## config.mk

```make
export PLATFORM = sky130hd
export DESIGN_NAME = hvsync_timing_gen_flat
export DESIGN_NICKNAME = d
export VERILOG_FILES = /design/src/rtl/hvsync_pkg.sv /design/src/rtl/hvsync_timing_gen_if.sv /design/src/rtl/hvsync_axis_counter.sv /design/src/rtl/hvsync_timing_gen.sv /design/src/flat_wrapper.sv
export SDC_FILE = /design/constraint.sdc
export NUM_CORES = 1
export LEC_CHECK = 0
export CAP_MARGIN = 20
export CELL_PAD_IN_SITES_DETAIL_PLACEMENT = 1
export CELL_PAD_IN_SITES_GLOBAL_PLACEMENT = 1
export CORE_ASPECT_RATIO = 1.75
export CORE_MARGIN = 2
export CORE_UTILIZATION = 38
export CTS_BUF_LIST = sky130_fd_sc_hd__clkbuf_16
export CTS_CLUSTER_SIZE = 25
export DETAILED_ROUTE_END_ITERATION = 8
export GPL_TIMING_DRIVEN = 1
export PLACE_DENSITY_LB_ADDON = 0.1
export SYNTH_ARGS = -nofsm -noshare
export SYNTH_HDL_FRONTEND = slang
export SYNTH_SLANG_ARGS = --single-unit
```

## constraint.sdc

```tcl
create_clock -name clk -period 1.8 [get_ports clk]
set_clock_uncertainty 0.05 [all_clocks]
set_input_delay 0.27 -clock clk [delete_from_list [all_inputs] [get_ports clk]]
set_output_delay 0.27 -clock clk [all_outputs]
set_load 0.005 [all_outputs]
```

## src/rtl/hvsync_pkg.sv

```systemverilog
// Shared timing constants and helpers for the raster timing generator.
// Holds the default 256x240 CHIP-8 timing, the 9-bit beam-position type and
// the formulas that turn porch/sync widths into sync window edges and wrap points.
package hvsync_pkg;

    typedef logic [8:0] pos_t;

    // Largest value a 9-bit position counter can hold.
    localparam int unsigned PosMax = 511;

    localparam int unsigned HDisplayDef = 256;
    localparam int unsigned HBackDef    = 23;
    localparam int unsigned HFrontDef   = 7;
    localparam int unsigned HSyncDef    = 23;
    localparam int unsigned VDisplayDef = 240;
    localparam int unsigned VTopDef     = 5;
    localparam int unsigned VBottomDef  = 14;
    localparam int unsigned VSyncDef    = 3;

    // Sync starts right after the visible area plus the front porch.
    function automatic int unsigned sync_start(input int unsigned display,
                                               input int unsigned front);
        return display + front;
    endfunction

    function automatic int unsigned sync_end(input int unsigned start,
                                             input int unsigned width);
        return start + width - 1;
    endfunction

    function automatic int unsigned axis_max(input int unsigned display,
                                             input int unsigned back,
                                             input int unsigned front,
                                             input int unsigned width);
        return display + back + front + width - 1;
    endfunction

endpackage

```

## src/rtl/hvsync_timing_gen_if.sv

```systemverilog
// Video timing bundle between the generator (master) and its consumers (slave).
// Signals: hsync, vsync (registered sync pulses), display_on (visible area),
// hpos, vpos (beam position), frame_start (only with HVSYNC_FRAME_STROBE_EN).
interface hvsync_timing_gen_if;
    import hvsync_pkg::*;

    logic hsync;
    logic vsync;
    logic display_on;
    pos_t hpos;
    pos_t vpos;
`ifdef HVSYNC_FRAME_STROBE_EN
    logic frame_start;
`endif

    modport master (
        output hsync,
        output vsync,
        output display_on,
        output hpos,
        output vpos
`ifdef HVSYNC_FRAME_STROBE_EN
        ,
        output frame_start
`endif
    );

    modport slave (
        input hsync,
        input vsync,
        input display_on,
        input hpos,
        input vpos
`ifdef HVSYNC_FRAME_STROBE_EN
        ,
        input frame_start
`endif
    );

endinterface

```

## src/rtl/hvsync_axis_counter.sv

```systemverilog
// One raster axis: a 9-bit counter that steps when en_i is high and wraps
// from MAX back to 0.
// Ports: clk, reset (async, active-high), en_i (step enable),
// count_o (current position), wrap_o (high on the step that wraps to 0).
module hvsync_axis_counter
    import hvsync_pkg::*;
#(
    parameter int unsigned MAX = 308
) (
    input  logic clk,
    input  logic reset,
    input  logic en_i,
    output pos_t count_o,
    output logic wrap_o
);

    if (MAX > PosMax) begin : g_max_check
        $error("hvsync_axis_counter: MAX %0d does not fit a 9-bit counter", MAX);
    end

    pos_t count_q;
    pos_t count_d;

    assign wrap_o  = en_i && (count_q == pos_t'(MAX));
    assign count_o = count_q;

    always_comb begin
        count_d = count_q;
        if (wrap_o) begin
            count_d = '0;
        end else if (en_i) begin
            count_d = count_q + 9'd1;
        end
    end

    always_ff @(posedge clk or posedge reset) begin
        if (reset) begin
            count_q <= '0;
        end else begin
            count_q <= count_d;
        end
    end

endmodule

```

## src/rtl/hvsync_timing_gen.sv

```systemverilog
// Free-running raster timing generator for the CHIP-8 video path.
// Ports: clk (pixel clock), reset (async, active-high), vid (master side of
// hvsync_timing_gen_if: hsync, vsync, display_on, hpos, vpos).
// Optional: define HVSYNC_FRAME_STROBE_EN to add vid.frame_start, a one-clock
// pulse coincident with hpos==0 && vpos==0.
module hvsync_timing_gen
    import hvsync_pkg::*;
#(
    parameter int unsigned H_DISPLAY = HDisplayDef,
    parameter int unsigned H_BACK    = HBackDef,
    parameter int unsigned H_FRONT   = HFrontDef,
    parameter int unsigned H_SYNC    = HSyncDef,
    parameter int unsigned V_DISPLAY = VDisplayDef,
    parameter int unsigned V_TOP     = VTopDef,
    parameter int unsigned V_BOTTOM  = VBottomDef,
    parameter int unsigned V_SYNC    = VSyncDef
) (
    input  logic                   clk,
    input  logic                   reset,
    hvsync_timing_gen_if.master    vid
);

    localparam int unsigned H_SYNC_START = sync_start(H_DISPLAY, H_FRONT);
    localparam int unsigned H_SYNC_END   = sync_end(H_SYNC_START, H_SYNC);
    localparam int unsigned H_MAX        = axis_max(H_DISPLAY, H_BACK, H_FRONT, H_SYNC);
    localparam int unsigned V_SYNC_START = sync_start(V_DISPLAY, V_BOTTOM);
    localparam int unsigned V_SYNC_END   = sync_end(V_SYNC_START, V_SYNC);
    localparam int unsigned V_MAX        = axis_max(V_DISPLAY, V_TOP, V_BOTTOM, V_SYNC);

    pos_t hpos;
    pos_t vpos;
    logic h_wrap;
    logic v_wrap;
    logic hsync_q, hsync_d;
    logic vsync_q, vsync_d;

    hvsync_axis_counter #(
        .MAX (H_MAX)
    ) u_h_counter (
        .clk     (clk),
        .reset   (reset),
        .en_i    (1'b1),
        .count_o (hpos),
        .wrap_o  (h_wrap)
    );

    // Vertical axis only steps on the edge where the line wraps.
    hvsync_axis_counter #(
        .MAX (V_MAX)
    ) u_v_counter (
        .clk     (clk),
        .reset   (reset),
        .en_i    (h_wrap),
        .count_o (vpos),
        .wrap_o  (v_wrap)
    );

    // Decoded from the pre-edge position, so the sync pulses lag the counters by one clock.
    always_comb begin
        hsync_d = (hpos >= pos_t'(H_SYNC_START)) && (hpos <= pos_t'(H_SYNC_END));
        vsync_d = (vpos >= pos_t'(V_SYNC_START)) && (vpos <= pos_t'(V_SYNC_END));
    end

    always_ff @(posedge clk or posedge reset) begin
        if (reset) begin
            hsync_q <= 1'b0;
            vsync_q <= 1'b0;
        end else begin
            hsync_q <= hsync_d;
            vsync_q <= vsync_d;
        end
    end

    assign vid.hsync      = hsync_q;
    assign vid.vsync      = vsync_q;
    assign vid.hpos       = hpos;
    assign vid.vpos       = vpos;
    assign vid.display_on = (hpos < pos_t'(H_DISPLAY)) && (vpos < pos_t'(V_DISPLAY));

`ifdef HVSYNC_FRAME_STROBE_EN
    logic frame_q;
    logic first_q;

    // frame_q flags a wrap into (0,0); first_q covers the (0,0) cycle right after reset,
    // which no wrap edge precedes. Gating by reset keeps the strobe low while held.
    always_ff @(posedge clk or posedge reset) begin
        if (reset) begin
            frame_q <= 1'b0;
            first_q <= 1'b1;
        end else begin
            frame_q <= h_wrap && v_wrap;
            first_q <= 1'b0;
        end
    end

    assign vid.frame_start = (frame_q || first_q) && !reset;
`endif

endmodule

```

## src/flat_wrapper.sv

```systemverilog
// flat-port wrapper written by rule: the top's interface ports become plain ports
module hvsync_timing_gen_flat import hvsync_pkg::*;
#(
    parameter int unsigned H_DISPLAY = HDisplayDef,
    parameter int unsigned H_BACK    = HBackDef,
    parameter int unsigned H_FRONT   = HFrontDef,
    parameter int unsigned H_SYNC    = HSyncDef,
    parameter int unsigned V_DISPLAY = VDisplayDef,
    parameter int unsigned V_TOP     = VTopDef,
    parameter int unsigned V_BOTTOM  = VBottomDef,
    parameter int unsigned V_SYNC    = VSyncDef
)
  (clk, reset, vid_hsync, vid_vsync, vid_display_on, vid_hpos, vid_vpos);
  hvsync_timing_gen_if vid_i ();
  input  logic clk;
  input  logic reset;
  output wire logic [$bits(vid_i.hsync)-1:0] vid_hsync;
  output wire logic [$bits(vid_i.vsync)-1:0] vid_vsync;
  output wire logic [$bits(vid_i.display_on)-1:0] vid_display_on;
  output wire logic [$bits(vid_i.hpos)-1:0] vid_hpos;
  output wire logic [$bits(vid_i.vpos)-1:0] vid_vpos;
  assign vid_hsync = vid_i.hsync;
  assign vid_vsync = vid_i.vsync;
  assign vid_display_on = vid_i.display_on;
  assign vid_hpos = vid_i.hpos;
  assign vid_vpos = vid_i.vpos;
  hvsync_timing_gen #(.H_DISPLAY(H_DISPLAY), .H_BACK(H_BACK), .H_FRONT(H_FRONT), .H_SYNC(H_SYNC), .V_DISPLAY(V_DISPLAY), .V_TOP(V_TOP), .V_BOTTOM(V_BOTTOM), .V_SYNC(V_SYNC)) u_core (.clk(clk), .reset(reset), .vid(vid_i));
endmodule
```

Word-level counts from Yosys, hierarchy flattened

Index checks and enable logic that the tools add are counted.

Flip-flop bits (word level): 20
Bits in latches: 0
RAM bits: 0
Bits in read-only memories: 0
Input port bits: 2
Output and inout port bits: 21
Word-level logic and storage cells: 22
Memories: 0

Add/subtract/negate cells: 2
Multiply operators: 0
Div/mod/pow operators: 0
$lt $le $gt $ge: 6
Eq/ne operators: 2
Shift-type cells: 0
Mux-type cells: 3
Bitwise operators: 0
Reductions and logical operators: 5

Operators with widths:

| kind                | number |
|---|---|
| $mux 9              | 3 |
| $add 9x1->9 const B | 2 |
| $eq 9x9->1 const B  | 2 |
| $le 9x9->1 const B  | 2 |
| $ge 9x8->1 const B  | 1 |
| $ge 9x9->1 const B  | 1 |
| $lt 9x8->1 const B  | 1 |
| $lt 9x9->1 const B  | 1 |
| $logic_and 1x1->1   | 4 |
| $reduce_bool 2->1   | 1 |

Depth between registers and ports, before layout

Gate-level depths: netlist (run 1).

Depth in word-level cells: 3
Depth in mapped cells: 7
Depth with buffers taken out: 6

By module

A second synthesis (run 1) with hierarchy kept.

Cell total of the unflattened synthesis: 102
Area, all modules: 1076.0 µm²

By module, submodules not included:

| module                                   | times used | cells an instance | area an instance (µm²) | seq. area each (µm²) |
|---|---|---|---|---|
| hvsync_axis_counter (u_core.u_h_counter) | 1          | 46                | 473.0                  | 225.2 |
| hvsync_axis_counter (u_core.u_v_counter) | 1          | 41                | 451.7                  | 225.2 |
| hvsync_timing_gen                        | 1          | 15                | 151.4                  | 50.0 |

Worst setup path after synthesis (run 1)

No wires, ideal clock.

Path kind: register to register
From: reg u_core.u_h_counter.count_q[0] (netlist: u_core.u_h_counter.count_o[0])
To: reg u_core.u_v_counter.count_q[5] (netlist: u_core.u_v_counter.count_o[5])
Setup time: 126 ps
Data arrival time: 1427 ps
Required time: 1624 ps
Path slack: 197 ps
Stages on the path, launching flop included: 8
Clock period less this slack: 1603 ps
Cells stage by stage: dfrtp_1 -> inv_1 -> ha_1 -> and4bb_4 -> and2_4 -> buf_6 -> nand4_4 -> xnor2_2

Cells in the longest elaborated chain, start to end: 3
Elaborated cells between the ends (all ways): 4
Those cells by class: eq/ne (1); mux (1); reduce/logical (2)

RTL lines:

| item                                               | RTL line                  | text |
|---|---|---|
| start, declared                                    | hvsync_axis_counter.sv:21 | `pos_t count_q;` |
| start signal, assigned                             | hvsync_axis_counter.sv:40 | `count_q <= count_d;` |
| $eq 9x9->1 *                                       | hvsync_axis_counter.sv:24 | `assign wrap_o = en_i && (count_q == pos_t'(MAX));` |
| $logic_and 1x1->1                                  | hvsync_axis_counter.sv:24 |  |
| $mux 9 / $reduce_bool 2->1 (equally long branches) | n/a                       |  |
| end signal, assigned                               | hvsync_axis_counter.sv:40 |  |
| end, declared                                      | hvsync_axis_counter.sv:21 |  |

Every way passes the cells marked *; elsewhere a longest branch is shown, timed or not.
A chain may end at the register's enable or synchronous reset.

Worst setup path in the final report (run 1)

From: reg u_core.u_v_counter.count_q[0] (netlist: u_core.u_v_counter.count_o[0])
To: out vid_vpos[0]

RTL lines:

| item          | RTL line           | text |
|---|---|---|
| end, declared | flat_wrapper.sv:21 | `output wire logic [$bits(vid_i.vpos)-1:0] vid_vpos;` |

No word-level cell between the ends.

==> impl_metrics.json, run 1 <==
{
  "synthToLayoutAreaGrowth_pct": 36.7,
  "overflow": 0,
  "synth_edf_count": 0,
  "min_path_type": "in2async",
  "antenna_found_initial": 0,
  "synth_common_cells": "20 x dfrtp_1, 14 x nor2_1, 9 x xor2_1, 7 x nand2_1",
  "cts-root-buf": "clkbuf_16",
  "worstSetupStartpointType": "register",
  "grt_pass1_vias": 965,
  "synth_warnings": 0,
  "synthFlopType": "dfrtp_1",
  "drive_gt1_share_pct": 18.2,
  "synth_cell_types": 31,
  "rsz0062_at_grt": "no",
  "ios": 23,
  "cp_data_arrival_time_ps": 1380,
  "maxCapViolations": 0,
  "setup_viol": 0,
  "crit_fanout": 8,
  "grtUsageMet3_pct": 2.16,
  "finalCritPeriodShare_pct": 94.3,
  "num_vias": 876,
  "async_reset_ff_share_pct": 100,
  "grt_pass1_wl_um": 4820,
  "netlist_instances": 102,
  "ir_drop_v": 0.000463,
  "grtUsageMet2_pct": 39.6,
  "start_util_pct": 40.4,
  "worst_pin_slew_ps": 344,
  "via_per_inst": 5.34,
  "syn-num-nets": 109,
  "synth_top_area_cell": "dfrtp_1",
  "dp.final_hpwl_um": 2180,
  "fp.coreArea_um2": 2720,
  "power-per-cell-area_nw_per_um2": 615,
  "die-height_um": 75.1,
  "crit_type": "reg2out",
  "clk_pin_slew_ps": 60,
  "holdWs_ps": 288,
  "crit_chain": "clkdlybuf4s50_1",
  "track_usage_pct": 20.1,
  "report.final.slew_viol_count": 0,
  "drc": 0,
  "drt_iter0_drc": 6,
  "syn_area_um2": 1100,
  "cts_tree": "built",
  "timing.rr.start": "u_core.u_h_counter.count_o[1]$_DFF_PP0_",
  "drt_pass1_iterations": 4,
  "timing.critical_path.buf_inv": 1,
  "ctsHoldBuffers": 0,
  "synth_area_leaders": "dfrtp_1 46%, xor2_1 7.2%, ha_1 5.7%",
  "num_antenna_cells": 0,
  "fin_crit_ps": 1700,
  "top_usage_layer": "met2",
  "grt_max_degree": 21,
  "crit_path_top_delay_cell": "clkdlybuf4s50_1",
  "synth.most_common_cell": "dfrtp_1",
  "endpoint_kind": "primary output",
  "reg2reg_to": "u_core.u_v_counter.count_o[8]$_DFFE_PP0P_",
  "num_rows": 25,
  "synth_top_area_share_pct": 45.6,
  "routed_wl_um": 2860,
  "slew_headroom_pct": 76.8,
  "tns_ps": 0,
  "power.leakage_nw": 0.711,
  "cts_buffers": 3,
  "port_buffers": 22,
  "clockBufferDepth": 2,
  "worst_path_largest_cell_delay_ps": 570,
  "ys_seq_elements": 20,
  "numClockSinks": 20,
  "clock_latency_ps": 250,
  "die-area_um2": 3350,
  "htree_num_levels": 1,
  "r2r_cells": 6,
  "crit_family": "buffers and inverters",
  "hold_viol_final": 0,
  "finish.net_count": 145,
  "use_met1_pct": 20.8,
  "max_freq_mhz": 589,
  "ant_nets": 0,
  "seq_area_frac_synth_pct": 45.6,
  "wl_per_cell_um": 17.5,
  "ff2ff_setup_slack_ps": 170,
  "die_w_um": 44.6,
  "status": "finished, final reports clean",
  "finalWeightedCongestion": 0.822,
  "synth.avg_cell_area_um2": 10.8,
  "critical_path_required_ps": 1480
}
-- cells by family (layout without fill, tap and decap cells) --
| logic type | count (synthesis) | in the layout | share of synthesized area, % |
|---|---|---|---|
| AOI/OAI and AO/OA | 3 | 3 | 2.39 |
| xor gates and xnor gates | 15 | 15 | 12.6 |
| adders and majority gates | 5 | 5 | 5.69 |
| buffers and inverters | 7 | 42 | 4.10 |
| DFF | 20 | 20 | 45.6 |
| muxes | 1 | 1 | 0.911 |
| and+or+nand+nor | 51 | 51 | 28.7 |
-- per-stage QoR --
| step | area, um2 | power, mW | std cells | setup slack, ps | util, % |
|---|---|---|---|---|---|
| floorplan | 1100 | 0.465 | 102 | 197 | - |
| finish | 1500 | 0.923 | 164 | 102 | 55.2 |
| detailed placement | 1400 | 0.472 | 158 | 132 | 51.4 |
| global route | 1500 | 0.951 | 164 | 46.3 | 55.2 |
| global placement | 1400 | 0.471 | 158 | 110 | 51.4 |
| CTS | 1500 | 0.932 | 164 | 84.2 | 54.9 |
-- layer usage --
layer	share of wire, %	up-vias	routed length [um]
li1	-	423	-
met1	37	430	1060
met2	59	18	1700
met3	1.9	5	54
met4	1.6	0	47
met5	0	-	0
-- registers in the layout (all words and copies together) (netlist names) --
signal and count:
u_core.vid.vsync 1, u_core.u_h_counter.count_o 9, u_core.vid.hsync 1, u_core.u_v_counter.count_o 9
-- how the worst max path moves through the flow --
| stage | startpoint | end | slack [ps] | depth (start not counted) |
|---|---|---|---|---|
| 3_3_place_gp | u_core.u_v_counter.count_o[6]$_DFFE_PP0P_ | vid_display_on | 110 | 3 |
| 2_1_floorplan | u_core.u_h_counter.count_o[0]$_DFF_PP0_ | u_core.u_v_counter.count_o[5]$_DFFE_PP0P_ | 200 | 7 |
| 3_5_place_dp | u_core.u_v_counter.count_o[6]$_DFFE_PP0P_ | vid_display_on | 130 | 3 |
| 5_1_grt | u_core.u_v_counter.count_o[0]$_DFFE_PP0P_ | vid_vpos[0] | 50 | 1 |
| 6_report | u_core.u_v_counter.count_o[0]$_DFFE_PP0P_ | vid_vpos[0] | 100 | 1 |
| 4_1_cts | u_core.u_v_counter.count_o[0]$_DFFE_PP0P_ | vid_vpos[0] | 80 | 1 |
-- power breakdown --
group / leakage, nW / internal, mW / total (mW) / switching [mW]
sequential: 0.265 / 0.450 / 0.450 / 0
clock: 0.0385 / 0.296 / 0.461 / 0.165
combinational: 0.407 / 0.00348 / 0.0126 / 0.00914
total: 0.711 / 0.749 / 0.923 / 0.174
-- cell type report --
type	count	area (um2)
Fill cell	301	1220
Multi-Input combinational cell	75	564
Sequential cell	20	500
Timing Repair Buffer	34	309
Clock buffer	3	75.1
Tap cell	27	33.8
Inverter	4	15.0
Clock inverter	1	3.75
-- placed cells by master, fill, tap and decap left out, types with 2 or more instances in the layout --
cell,count
clkdlybuf4s50_1,21
dfrtp_1,20
nor2_1,14
buf_4,12
xor2_1,9
nand2_1,7
nand3_1,5
xnor2_1,5
ha_1,5
and3_1,4
inv_1,4
clkbuf_16,3
nand3b_1,2
nand3_2,2
nor3_1,2
and4_1,2
nand4_1,2
-- what timing repair did --
action / CTS / global route
gates resized for setup: 2 / 1
setup endpoints to repair: 1 / 2
setup buffers: 2 / 0
gates cloned: 0 / 0
Power figures use the tool's default switching activity.
==> inputs of run 2 (changes only) <==
--- a/config.mk
+++ b/config.mk
@@ -13,3 +13,2 @@
 export CORE_UTILIZATION = 38
-export CTS_BUF_LIST = sky130_fd_sc_hd__clkbuf_16
 export CTS_CLUSTER_SIZE = 25
--- a/constraint.sdc
+++ b/constraint.sdc
@@ -4,2 +4,2 @@
 set_output_delay 0.27 -clock clk [all_outputs]
-set_load 0.005 [all_outputs]
+set_load 0.1 [all_outputs]
==> run 2 against run 1 <==
Against the previous run:
- die area unchanged
- register-to-register slack worse by 80 ps
- worst setup slack got worse by 32 ps
- design area increased by 11%
==> impl_metrics.json, run 2 (same netlist as run 1, synthesis figures left out) <==
{
  "cp_data_arrival_time_ps": 1410,
  "grtUsageMet2_pct": 39.5,
  "final_area_um2": 1670,
  "drt_iter0_drc": 6,
  "num_vias": 864,
  "routed_wl_um": 2830,
  "port_buffers": 22,
  "antenna_found_initial": 0,
  "grt_pass1_wl_um": 4940,
  "rsz0062_at_grt": "no",
  "crit_fanout": 5,
  "timing.critical_path.buf_inv": 1,
  "fp.coreArea_um2": 2720,
  "final_cell_mix": "20 x buf_12, 14 x nor2_1, 10 x dfrtp_2",
  "num_rows": 25,
  "overflow": 0,
  "crit_chain": "and4_4 > nor3_4 > buf_12",
  "final_common_cell": "buf_12",
  "grtUsageMet3_pct": 2.40,
  "reg2reg_to": "u_core.u_v_counter.count_o[5]$_DFFE_PP0P_",
  "cts-root-buf": "clkbuf_8",
  "cts_tree": "built",
  "hold_viol_final": 0,
  "drt_pass1_iterations": 3,
  "crit_path_top_delay_cell": "dfrtp_4",
  "finalWeightedCongestion": 0.809,
  "worst_path_largest_cell_delay_ps": 520,
  "ctsHoldBuffers": 0,
  "post-cts-setup-buffers": 0,
  "min_path_type": "in2async",
  "dp_slack_ps": 74.2,
  "crit_type": "reg2out",
  "worstSetupStartpointType": "register",
  "dpl_cell_area_um2": 1610,
  "timing.rr.start": "u_core.u_h_counter.count_o[0]$_DFF_PP0_",
  "ios": 23,
  "clock_latency_ps": 250,
  "ff2ff_setup_slack_ps": 90,
  "drive_gt1_share_pct": 46.5,
  "grt_max_degree": 21,
  "crit_family": "flip-flops",
  "worst_pin_slew_ps": 312,
  "timing.final.ws_setup_ps": 69.6,
  "track_usage_pct": 20.4,
  "htree_num_levels": 1,
  "grt_pass1_vias": 1035,
  "top_usage_layer": "met2",
  "start_util_pct": 40.4,
  "die-height_um": 75.1,
  "drc": 0,
  "slew_headroom_pct": 78.9,
  "holdWs_ps": 290,
  "wl_per_cell_um": 18.4,
  "power-per-cell-area_nw_per_um2": 482,
  "use_met1_pct": 21.9,
  "clk_pin_slew_ps": 80,
  "die_w_um": 44.6,
  "finalCritPeriodShare_pct": 96.1,
  "ir_drop_v": 0.000419,
  "cts_resized": 0,
  "cts_buffers": 3,
  "n_fill_cell": 257,
  "num_antenna_cells": 0,
  "endpoint_kind": "primary output",
  "dp.final_hpwl_um": 2100,
  "report.final.slew_viol_count": 0,
  "setup_viol": 0,
  "finish.net_count": 135,
  "max_freq_mhz": 578,
  "r2r_cells": 6,
  "ant_nets": 0,
  "critical_path_required_ps": 1480,
  "power.leakage_nw": 0.730,
  "final_core_util_pct": 61.4,
  "clockBufferDepth": 2,
  "fin_crit_ps": 1730,
  "synthToLayoutAreaGrowth_pct": 52.0,
  "numClockSinks": 20,
  "via_per_inst": 5.61,
  "die-area_um2": 3350,
  "status": "finished, final reports clean",
  "maxCapViolations": 0,
  "p_total_mw": 0.805
}
-- run 2: cell count changes in the layout (fill, tap and decap cells not counted), moves of 2 or more --
cell,delta
buf_12,+20
clkdlybuf4s50_1,-20
dfrtp_1,-18
dfrtp_2,+10
buf_4,-9
dfrtp_4,+8
clkbuf_8,+4
clkbuf_16,-3
inv_1,-2
inv_4,+2
-- run 2: how the worst max path moves through the flow --
stage / start / end / depth (start not counted)
after global routing: u_core.u_h_counter.count_o[0]$_DFF_PP0_ / u_core.u_v_counter.count_o[6]$_DFFE_PP0P_ / 6
after CTS: u_core.u_h_counter.count_o[0]$_DFF_PP0_ / u_core.u_v_counter.count_o[8]$_DFFE_PP0P_ / 6
after floorplan: u_core.u_v_counter.count_o[7]$_DFFE_PP0P_ / vid_display_on / 2
final: u_core.u_v_counter.count_o[7]$_DFFE_PP0P_ / vid_display_on / 3
after detailed placement: u_core.u_h_counter.count_o[0]$_DFF_PP0_ / u_core.u_v_counter.count_o[8]$_DFFE_PP0P_ / 6
after global placement: u_core.u_h_counter.count_o[0]$_DFF_PP0_ / u_core.u_v_counter.count_o[0]$_DFFE_PP0P_ / 6
-- run 2: layout make-up --
| cell class | instances | area, um2 | area share [%] |
|---|---|---|---|
| tap | 27 | 33.8 | 2.02 |
| timing repair buffer | 24 | 433 | 25.9 |
| clock buffer | 4 | 55.1 | 3.30 |
| multi-input combinational | 75 | 586 | 35.1 |
| inverter | 4 | 20.0 | 1.20 |
| sequential | 20 | 543 | 32.5 |
-- run 2: worst min-delay path, delay by kind of cell --
| family | cells | cell delay [ps] |
|---|---|---|
| buffers and inverters | 3 | 720 |
-- run 2: through the flow --
stage          std cells  TNS (ps)
2_1_floorplan        102      -211
3_3_place_gp         150         0
3_5_place_dp         150         0
4_1_cts              154         0
5_1_grt              154         0
6_report             154         0
-- run 2: layer usage --
layer	vias up	part of all wire (%)
met5	-	0
met4	0	1.7
met3	4	2.3
met2	19	61
met1	443	35
li1	398	-
-- run 2: power by group --
group	total, mW	internal [mW]	leakage (nW)	switching [mW]
combinational	0.0128	0.00349	0.463	0.00935
sequential	0.448	0.448	0.238	0
clock	0.344	0.194	0.0288	0.150
==> inputs of run 3 (changes only) <==
- CTS_CLUSTER_SIZE: 25 -> 40
==> results of run 3 <==
Same layout as run 2: the final DEF is identical, and so are final timing and power.
